**src/rtl/fdiv_seq.sv**
```systemverilog
// fdiv_seq: sequential IEEE-754 single-precision divider.
// Uses restoring division that produces one quotient bit per cycle.
// Latency is fixed: the accept edge is edge 0, and s/done update at edge 27.
// This holds for special-case operands too.
//
// Ports:
//   clk    in   rising-edge clock
//   clrn   in   asynchronous active-low reset
//   a, b   in   dividend / divisor (binary32)
//   rm     in   rounding mode, 2'b00 = RNE, otherwise RZ
//   start  in   divide request (only honoured in IDLE with ein=1)
//   ein    in   pipeline enable
//   s      out  quotient, held until the next NORM edge
//   done   out  one-cycle pulse, s valid
//   busy   out  division in progress
//   stall  out  start & busy (combinational)
//   count  out  iteration counter, 0 outside DIV
`timescale 1ns / 1ps

module fdiv_seq (
  input  logic        clk,
  input  logic        clrn,
  input  logic [31:0] a,
  input  logic [31:0] b,
  input  logic [1:0]  rm,
  input  logic        start,
  input  logic        ein,
  output logic [31:0] s,
  output logic        done,
  output logic        busy,
  output logic        stall,
  output logic [4:0]  count
);

  typedef enum logic [1:0] {StIdle, StDiv, StNorm} state_e;

  state_e      state_q, state_d;
  logic [31:0] a_q, a_d, b_q, b_d, s_q, s_d;
  logic [1:0]  rm_q, rm_d;
  logic [24:0] rem_q, rem_d;
  logic [25:0] quo_q, quo_d;
  logic [4:0]  count_q, count_d;
  logic        done_q, done_d;

  // State and datapath registers
  always_ff @(posedge clk or negedge clrn) begin
    if (!clrn) begin
      state_q <= StIdle;
      a_q     <= '0;
      b_q     <= '0;
      rm_q    <= '0;
      rem_q   <= '0;
      quo_q   <= '0;
      count_q <= '0;
      s_q     <= '0;
      done_q  <= 1'b0;
    end else begin
      state_q <= state_d;
      a_q     <= a_d;
      b_q     <= b_d;
      rm_q    <= rm_d;
      rem_q   <= rem_d;
      quo_q   <= quo_d;
      count_q <= count_d;
      s_q     <= s_d;
      done_q  <= done_d;
    end
  end

  // Next-state logic
  always_comb begin
    state_d = state_q;
    unique case (state_q)
      StIdle:  if (start && ein) state_d = StDiv;
      StDiv:   if (count_q == 5'd0) state_d = StNorm;
      StNorm:  state_d = StIdle;
      default: state_d = StIdle;
    endcase
  end

  // Divider step: remainder is always < 2*divisor, so 25 bits suffice.
  logic [24:0] dvs;
  logic [24:0] diff;
  logic        ge;
  logic [24:0] rem_sel;

  always_comb begin
    dvs     = {2'b01, b_q[22:0]};
    diff    = rem_q - dvs;
    ge      = (rem_q >= dvs);
    rem_sel = ge ? diff : rem_q;
  end

  // Normalise, round and resolve special cases from the finished quotient
  logic [7:0]        ea, eb;
  logic              sign;
  logic              a_zero, b_zero, a_inf, b_inf, a_nan, b_nan;
  logic signed [9:0] exp_raw, exp_n, exp_f;
  logic [23:0]       mant;
  logic              guard, sticky, round_up;
  logic [24:0]       mant_r;
  logic [22:0]       frac;
  logic [31:0]       result;

  always_comb begin
    ea      = a_q[30:23];
    eb      = b_q[30:23];
    sign    = a_q[31] ^ b_q[31];
    // Denormals are treated as zero.
    a_zero  = (ea == 8'd0);
    b_zero  = (eb == 8'd0);
    a_inf   = (ea == 8'hff) && (a_q[22:0] == 23'd0);
    b_inf   = (eb == 8'hff) && (b_q[22:0] == 23'd0);
    a_nan   = (ea == 8'hff) && (a_q[22:0] != 23'd0);
    b_nan   = (eb == 8'hff) && (b_q[22:0] != 23'd0);
    exp_raw = $signed({2'b00, ea}) - $signed({2'b00, eb}) + 10'sd127;

    if (quo_q[25]) begin
      mant   = quo_q[25:2];
      guard  = quo_q[1];
      sticky = quo_q[0] | (|rem_q);
      exp_n  = exp_raw;
    end else begin
      mant   = quo_q[24:1];
      guard  = quo_q[0];
      sticky = |rem_q;
      exp_n  = exp_raw - 10'sd1;
    end

    round_up = (rm_q == 2'b00) && guard && (sticky || mant[0]);
    mant_r   = {1'b0, mant} + {24'd0, round_up};
    // Carry-out leaves 1.000...; shift right and bump the exponent.
    if (mant_r[24]) begin
      frac  = mant_r[23:1];
      exp_f = exp_n + 10'sd1;
    end else begin
      frac  = mant_r[22:0];
      exp_f = exp_n;
    end

    if (a_nan || b_nan || (a_zero && b_zero) || (a_inf && b_inf)) begin
      result = 32'h7fc0_0000;
    end else if (a_inf || b_zero) begin
      result = {sign, 8'hff, 23'd0};
    end else if (a_zero || b_inf) begin
      result = {sign, 31'd0};
    end else if (exp_f >= 10'sd255) begin
      result = {sign, 8'hff, 23'd0};
    end else if (exp_f <= 10'sd0) begin
      result = {sign, 31'd0};
    end else begin
      result = {sign, exp_f[7:0], frac};
    end
  end

  // Register next-values and outputs
  always_comb begin
    a_d     = a_q;
    b_d     = b_q;
    rm_d    = rm_q;
    rem_d   = rem_q;
    quo_d   = quo_q;
    count_d = count_q;
    s_d     = s_q;
    done_d  = 1'b0;
    unique case (state_q)
      StIdle: begin
        if (start && ein) begin
          a_d     = a;
          b_d     = b;
          rm_d    = rm;
          rem_d   = {2'b01, a[22:0]};
          quo_d   = '0;
          count_d = 5'd25;
        end
      end
      StDiv: begin
        rem_d   = {rem_sel[23:0], 1'b0};
        quo_d   = {quo_q[24:0], ge};
        count_d = (count_q == 5'd0) ? 5'd0 : count_q - 5'd1;
      end
      StNorm: begin
        s_d    = result;
        done_d = 1'b1;
      end
      default: ;
    endcase
  end

  assign s     = s_q;
  assign done  = done_q;
  assign busy  = (state_q != StIdle);
  assign stall = start & busy;
  assign count = count_q;

endmodule

```
**config.mk**
```make
export PLATFORM = sky130hd
export DESIGN_NAME = fdiv_seq
export DESIGN_NICKNAME = d
export VERILOG_FILES = /design/src/rtl/fdiv_seq.sv
export SDC_FILE = /design/constraint.sdc
export NUM_CORES = 1
export LEC_CHECK = 0
export CAP_MARGIN = 20
export CORE_ASPECT_RATIO = 0.7
export CORE_MARGIN = 2
export CORE_UTILIZATION = 30
export DETAILED_ROUTE_END_ITERATION = 8
export GPL_ROUTABILITY_DRIVEN = 0
export PLACE_DENSITY_LB_ADDON = 0.25
export SYNTH_ARGS = -nofsm -noshare
export SYNTH_HDL_FRONTEND = slang
export SYNTH_SLANG_ARGS = --single-unit
export TNS_END_PERCENT = 30
```
**constraint.sdc**
```tcl
create_clock -name clk -period 9.25 [get_ports clk]
set_clock_uncertainty 0.05 [all_clocks]
set_input_delay 1.85 -clock clk [delete_from_list [all_inputs] [get_ports clk]]
set_output_delay 1.85 -clock clk [all_outputs]
set_load 0.005 [all_outputs]
```
======== Word level (Yosys, flattened, before mapping) ========
Cells that the tools add are included.
operators by class
  $lt $le $gt $ge ......................... 3
  $add $sub $neg .......................... 7
  bitwise gates (word level) .............. 3
  equal/unequal tests ..................... 6
  muxes and demuxes ....................... 23
  reductions and logical operators ........ 30
operator list
  cell                   count
  $mux 31                4
  $pmux 26 s2            1
  $pmux 25 s2            1
  $mux 24                2
  $logic_not 23->1       2
  $reduce_bool 23->1     2
  $mux 32                1
  $mux 26                1
  $add 24x1->25          1
  $ge 25x24->1           1
  $mux 25                1
  $reduce_or 25->1       1
  $sub 24x24->24         1
  $mux 23                1
  $mux 10                2
  $eq 8x8->1 const B     2
  $logic_not 8->1        2
  $add 10x2->10 const B  1
  $add 9x8->10 const B   1
  $ge 10x9->1 const B    1
  $le 10x1->1 const B    1
  $mux 5                 2
  $pmux 5 s2             1
  $sub 10x2->10 const B  1
  other kinds (17)       38
storage, ports and cells
  word-level logic and storage cells ...... 81
  output and inout bits ................... 40
  bits in registers ....................... 157
  bits of input ports ..................... 70

======== Logic depth before layout (Yosys ltp) ========
  word-level depth ........................ 13
  mapped depth ............................ 19
  depth with buffers taken out ............ 15

======== Worst setup path before layout ========
No wires, ideal clock.
  path kind ............................... register to register
  start point ............................. reg quo_q[25]
  end point ............................... reg s_q[21] (netlist: s[21])
  cell stages (with the launch flop) ...... 20
  path buffers ............................ 6
  library setup time ...................... 0.122 ns
  clock period less this slack ............ 4.827 ns
  data required time ...................... 9.078 ns
  setup slack ............................. 4.423 ns
  data arrival time ....................... 4.655 ns
  cells stage by stage .................... dfrtp_1 -> buf_6 -> clkbuf_1 -> clkbuf_1 -> clkbuf_1 -> a21o_1 -> ha_1 -> nand3_1 -> nor3_2 -> nand2b_1 -> or4_4 -> or3_1 -> buf_2 -> or3_4 -> xor2_1 -> nor4b_2 -> nand2_1 -> o2111a_2 -> buf_6 -> a32o_1
on the way
  cells in the longest elaborated chain, start to end .. 11
  elaborated cells on any way between the ends .. 18
  those cells by class .................... add/sub (2); order compare (2); mux (11); reduce/logical (3)
RTL lines
  what                                                          RTL line  source
  start, declared                                               41        logic [25:0] quo_q, quo_d;
  start signal, assigned                                        63        quo_q <= quo_d;
  $mux 1 / $mux 24 (equally long branches)                      118       if (quo_q[25]) begin
  $logic_and 1x1->1 / $logic_or 1x1->1 (equally long branches)  130       round_up = (rm_q == 2'b00) && guard && (sticky || mant[0]);
  $logic_and 1x1->1                                             130
  $add 24x1->25                                                 131       mant_r = {1'b0, mant} + {24'd0, round_up};
  $mux 10                                                       133       if (mant_r[24]) begin
  $le 10x1->1                                                   149       end else if (exp_f <= 10'sd0) begin
  $mux 31                                                       149
  $mux 31 *                                                     147       end else if (exp_f >= 10'sd255) begin
  $mux 31 *                                                     145       end else if (a_zero || b_inf) begin
  $mux 31 *                                                     143       end else if (a_inf || b_zero) begin
  $mux 32 *                                                     141       if (a_nan || b_nan || (a_zero && b_zero) || (a_inf && b_inf)) begin
  end signal, assigned                                          55        s_q <= '0;
  end signal, assigned                                          65        s_q <= s_d;
  end, declared                                                 38        logic [31:0] a_q, a_d, b_q, b_d, s_q, s_d;
Every way passes the cells marked *; elsewhere a longest branch is shown, timed or not.
A chain may end at the register's enable or synchronous reset.

======== Worst setup path after layout ========
  start point ............................. reg quo_q[25]
  end point ............................... reg s_q[28] (netlist: s[28])
on the way
  cells in the longest elaborated chain, start to end .. 11
  elaborated cells on any way between the ends .. 17
  those cells by class .................... add/sub (2); order compare (2); mux (10); reduce/logical (3)
RTL lines
  what                                                          RTL line
  $mux 1 / $mux 24 (equally long branches)                      118
  $logic_and 1x1->1 / $logic_or 1x1->1 (equally long branches)  130
  $logic_and 1x1->1                                             130
  $add 24x1->25                                                 131
  $mux 10 *                                                     133
  $le 10x1->1                                                   149
  $mux 31                                                       149
  $mux 31 *                                                     147
  $mux 31 *                                                     145
  $mux 31 *                                                     143
  $mux 32 *                                                     141
Marked as above.

==> impl_results.md <==
* Number of synthesized flops with an enable pin at 0
* All-layer global routing usage at 0.176
* Port bufs at 109
* H-tree depth at 4
* Hold Vio Cnt, Final at 0
* Status: finished, final reports clean
* Final WL at 29.6 mm
* Most area-hungry cell type in the Yosys netlist: dfrtp_1
* Crit path max fanout at 34
* Setup TNS at 0 ns
* R2R Setup Slk at 3.70 ns
* Synthesized area at 10000 um2
* Most frequent cells in the layout: nand2_1 (283), dfrtp_1 (157), clkdlybuf4s50_1 (108)
* Post-CTS Resized at 0
* Clock sink total at 157
* Top cells by area, synth: dfrtp_1 (39%), nand2_1 (11%), o21ai_0 (4.9%), ha_1 (4.5%), xor2_1 (3.0%)
* Synth cell types at 77
* Worst path max stage delay at 0.67 ns
* Area Growth Syn to Fin at 20.6%
* Dpl ws at 3.77 ns
* First-pass GRT wire length at 47.9 mm
* Initial Util at 0.307
* RSZ-0062 raised after global routing: false
* Row count at 55
* Start of the worst register-to-register path: quo_q[25]
* Yosys warning total at 0
* Die area at 34900 um2
* Ports at 110
* Worst Setup Slack, final at 3.70 ns
* Die height at 157 um
* Async SR Flop Fraction at 1.00
* Worst Tran Pin Value at 1.04 ns
* Filler cells at 3334
* Reg2reg end: s[28]
* CP top delay family: simple AND/OR/NAND/NOR gates
* Placed cell areas at 11500 um2
* CP bufs+invs at 1
* Worst Setup SP: quo_q[25]
* Final instance area at 12100 um2
* Vias at 8768
* Worst-path clk slew at 0.07 ns
* Ys flop type: dfrtp_1
* CTS tree: built
* Worst endpoint data arrival time at 5.78 ns
* Skew-Pair Late Insertion Delay at 0.44 ns
* Syn nets at 1300
* Finish-stage setup viols at 0
* Chip width at 222 um
* Critical Path Stages at 15
* Initial antenna violation count at 0
* Crit path launch type: flop
* Hold Path Class: reg2reg
* Kind of critical path: reg2reg
* Largest net degree at the start of global routing at 94
* Number of global-route vias before repair at 8483
* TritonCTS Buffers at 17
* Vias per Instance at 5.14
* Worst reg-to-reg path cell count at 15
* Post-synthesis register bit count at 157
* Final ANT Viol Nets at 0
* Slowest CP cell: dfrtp_1
* Wire per inst at 17.3 um
* Max Clk Rate at 180 MHz
* Postcts setup bufs at 0
* Max-cap violations at 0
* Root Buffer: clkbuf_16
* Ant diodes at 0
* Syn Inst Count at 1192
* Clock Path Buffers at 2
* Setup crit end: s[28]
* Slew headroom at 0.307
* Syn_area_per_cell at 8.39 um2
* DRT iter0 DRCs at 704
* Synth top area share at 0.393
* Core ar. at 32600 um2
* Hpwl dp at 21.7 mm
* Worst path cell trace: buf_4 > mux2_2 > and3_1 > ha_1 > nand3_1 > or3_4 > nor4_2 > nor4b_4 > nand2_1 > a2111oi_0 > a2bb2oi_1 > xnor2_1 > o2bb2ai_1 > a31oi_1 > o311ai_1
* Hold Crit Start: a_q[22]
* Crit path time final at 5.55 ns
* Grt total ovfl at 0
* Max-slew violations at 0
* Final layout net count at 1377
* Remaining DRCs at 0
* Crit share post-route at 0.600
* Hold path depth at 2
* Share of cells above drive strength 1 at 0.0539
* Area of the multi-input gates at 5660 um2
* Sequential fraction of the synthesis area at 0.393
* # hold bufs at CTS at 0
* Commonest non-fill, non-tap cell in the layout: nand2_1
* Critical Path Sink Type: flop
* WP data required at 9.49 ns
* Drt first pass iters at 5
* Register area at 3930 um2
tightest hold or removal path, cell delays in order (launching register included):
cell     delay, ns
dfrtp_1       0.34
nand2_1       0.05
nand2_1       0.05
area by class of cell:
class                      instances  share of cell area
timing repair buffer             118              0.0972
tap                              427              0.0443
multi-input combinational        925               0.469
clock inverter                     9              0.0115
inverter                          50              0.0156
sequential                       157               0.326
clock buffer                      20              0.0370
registers in the layout, indices dropped and copies added, names as in the netlist:
register  flops
rem_q        25
a_q          32
rm_q          2
done          1
state_q       2
b_q          32
count         5
s            32
quo_q        26
kinds of logic (layout without fill, tap and decap cells):
group | count (synthesis) | after routing | share of synthesized area
simple gates | 523 | 523 | 0.241
mux | 29 | 29 | 0.0299
flops | 157 | 157 | 0.393
fa+ha+maj | 38 | 38 | 0.0490
xor+xnor | 70 | 70 | 0.0675
compound gates | 265 | 265 | 0.176
buf+inv | 110 | 197 | 0.0434
routing by layer:
layer	global-route usage	up-vias	routed length (um)
met5	0	-	0
met4	0.0302	0	201
met2	0.253	186	12400
met3	0.0345	16	1410
li1	-	4336	-
met1	0.270	4230	15600
synth_stat cells (7+ instances only):
cell,count
nand2_1,283
dfrtp_1,157
o21ai_0,98
nor2_1,66
inv_1,49
clkbuf_1,44
ha_1,36
xor2_1,34
xnor2_1,31
nand3_1,28
o211ai_1,28
a21oi_1,27
nor3_1,24
mux2i_1,22
nor4_1,18
nand4_1,17
nor2b_1,17
a32o_1,15
and3_1,15
a21o_1,13
a31oi_1,13
nand2b_1,10
a211oi_1,9
buf_1,9
or3_1,9
a221oi_1,7
and2_1,7
mux2_2,7
through the flow:
step / hold WS, ns / util / cells
final: 0.424 / 0.371 / 1706
after global routing: 0.456 / 0.371 / 1706
after CTS: 0.429 / 0.370 / 1705
after detailed placement: 0.414 / 0.352 / 1676
after global placement: 0.409 / 0.352 / 1676
after floorplan: 0.396 / - / 1192
worst min path at each step:
| stage | end |
|---|---|
| detailed placement | a_q[22] |
| global route | a_q[15] |
| finish | a_q[22] |
| global placement | a_q[15] |
| floorplan | a_q[10] |
| CTS | a_q[22] |
Power is left out: the tool's default activity adds up to more than one toggle a clock period on the data nets, which glitch-free logic cannot reach.
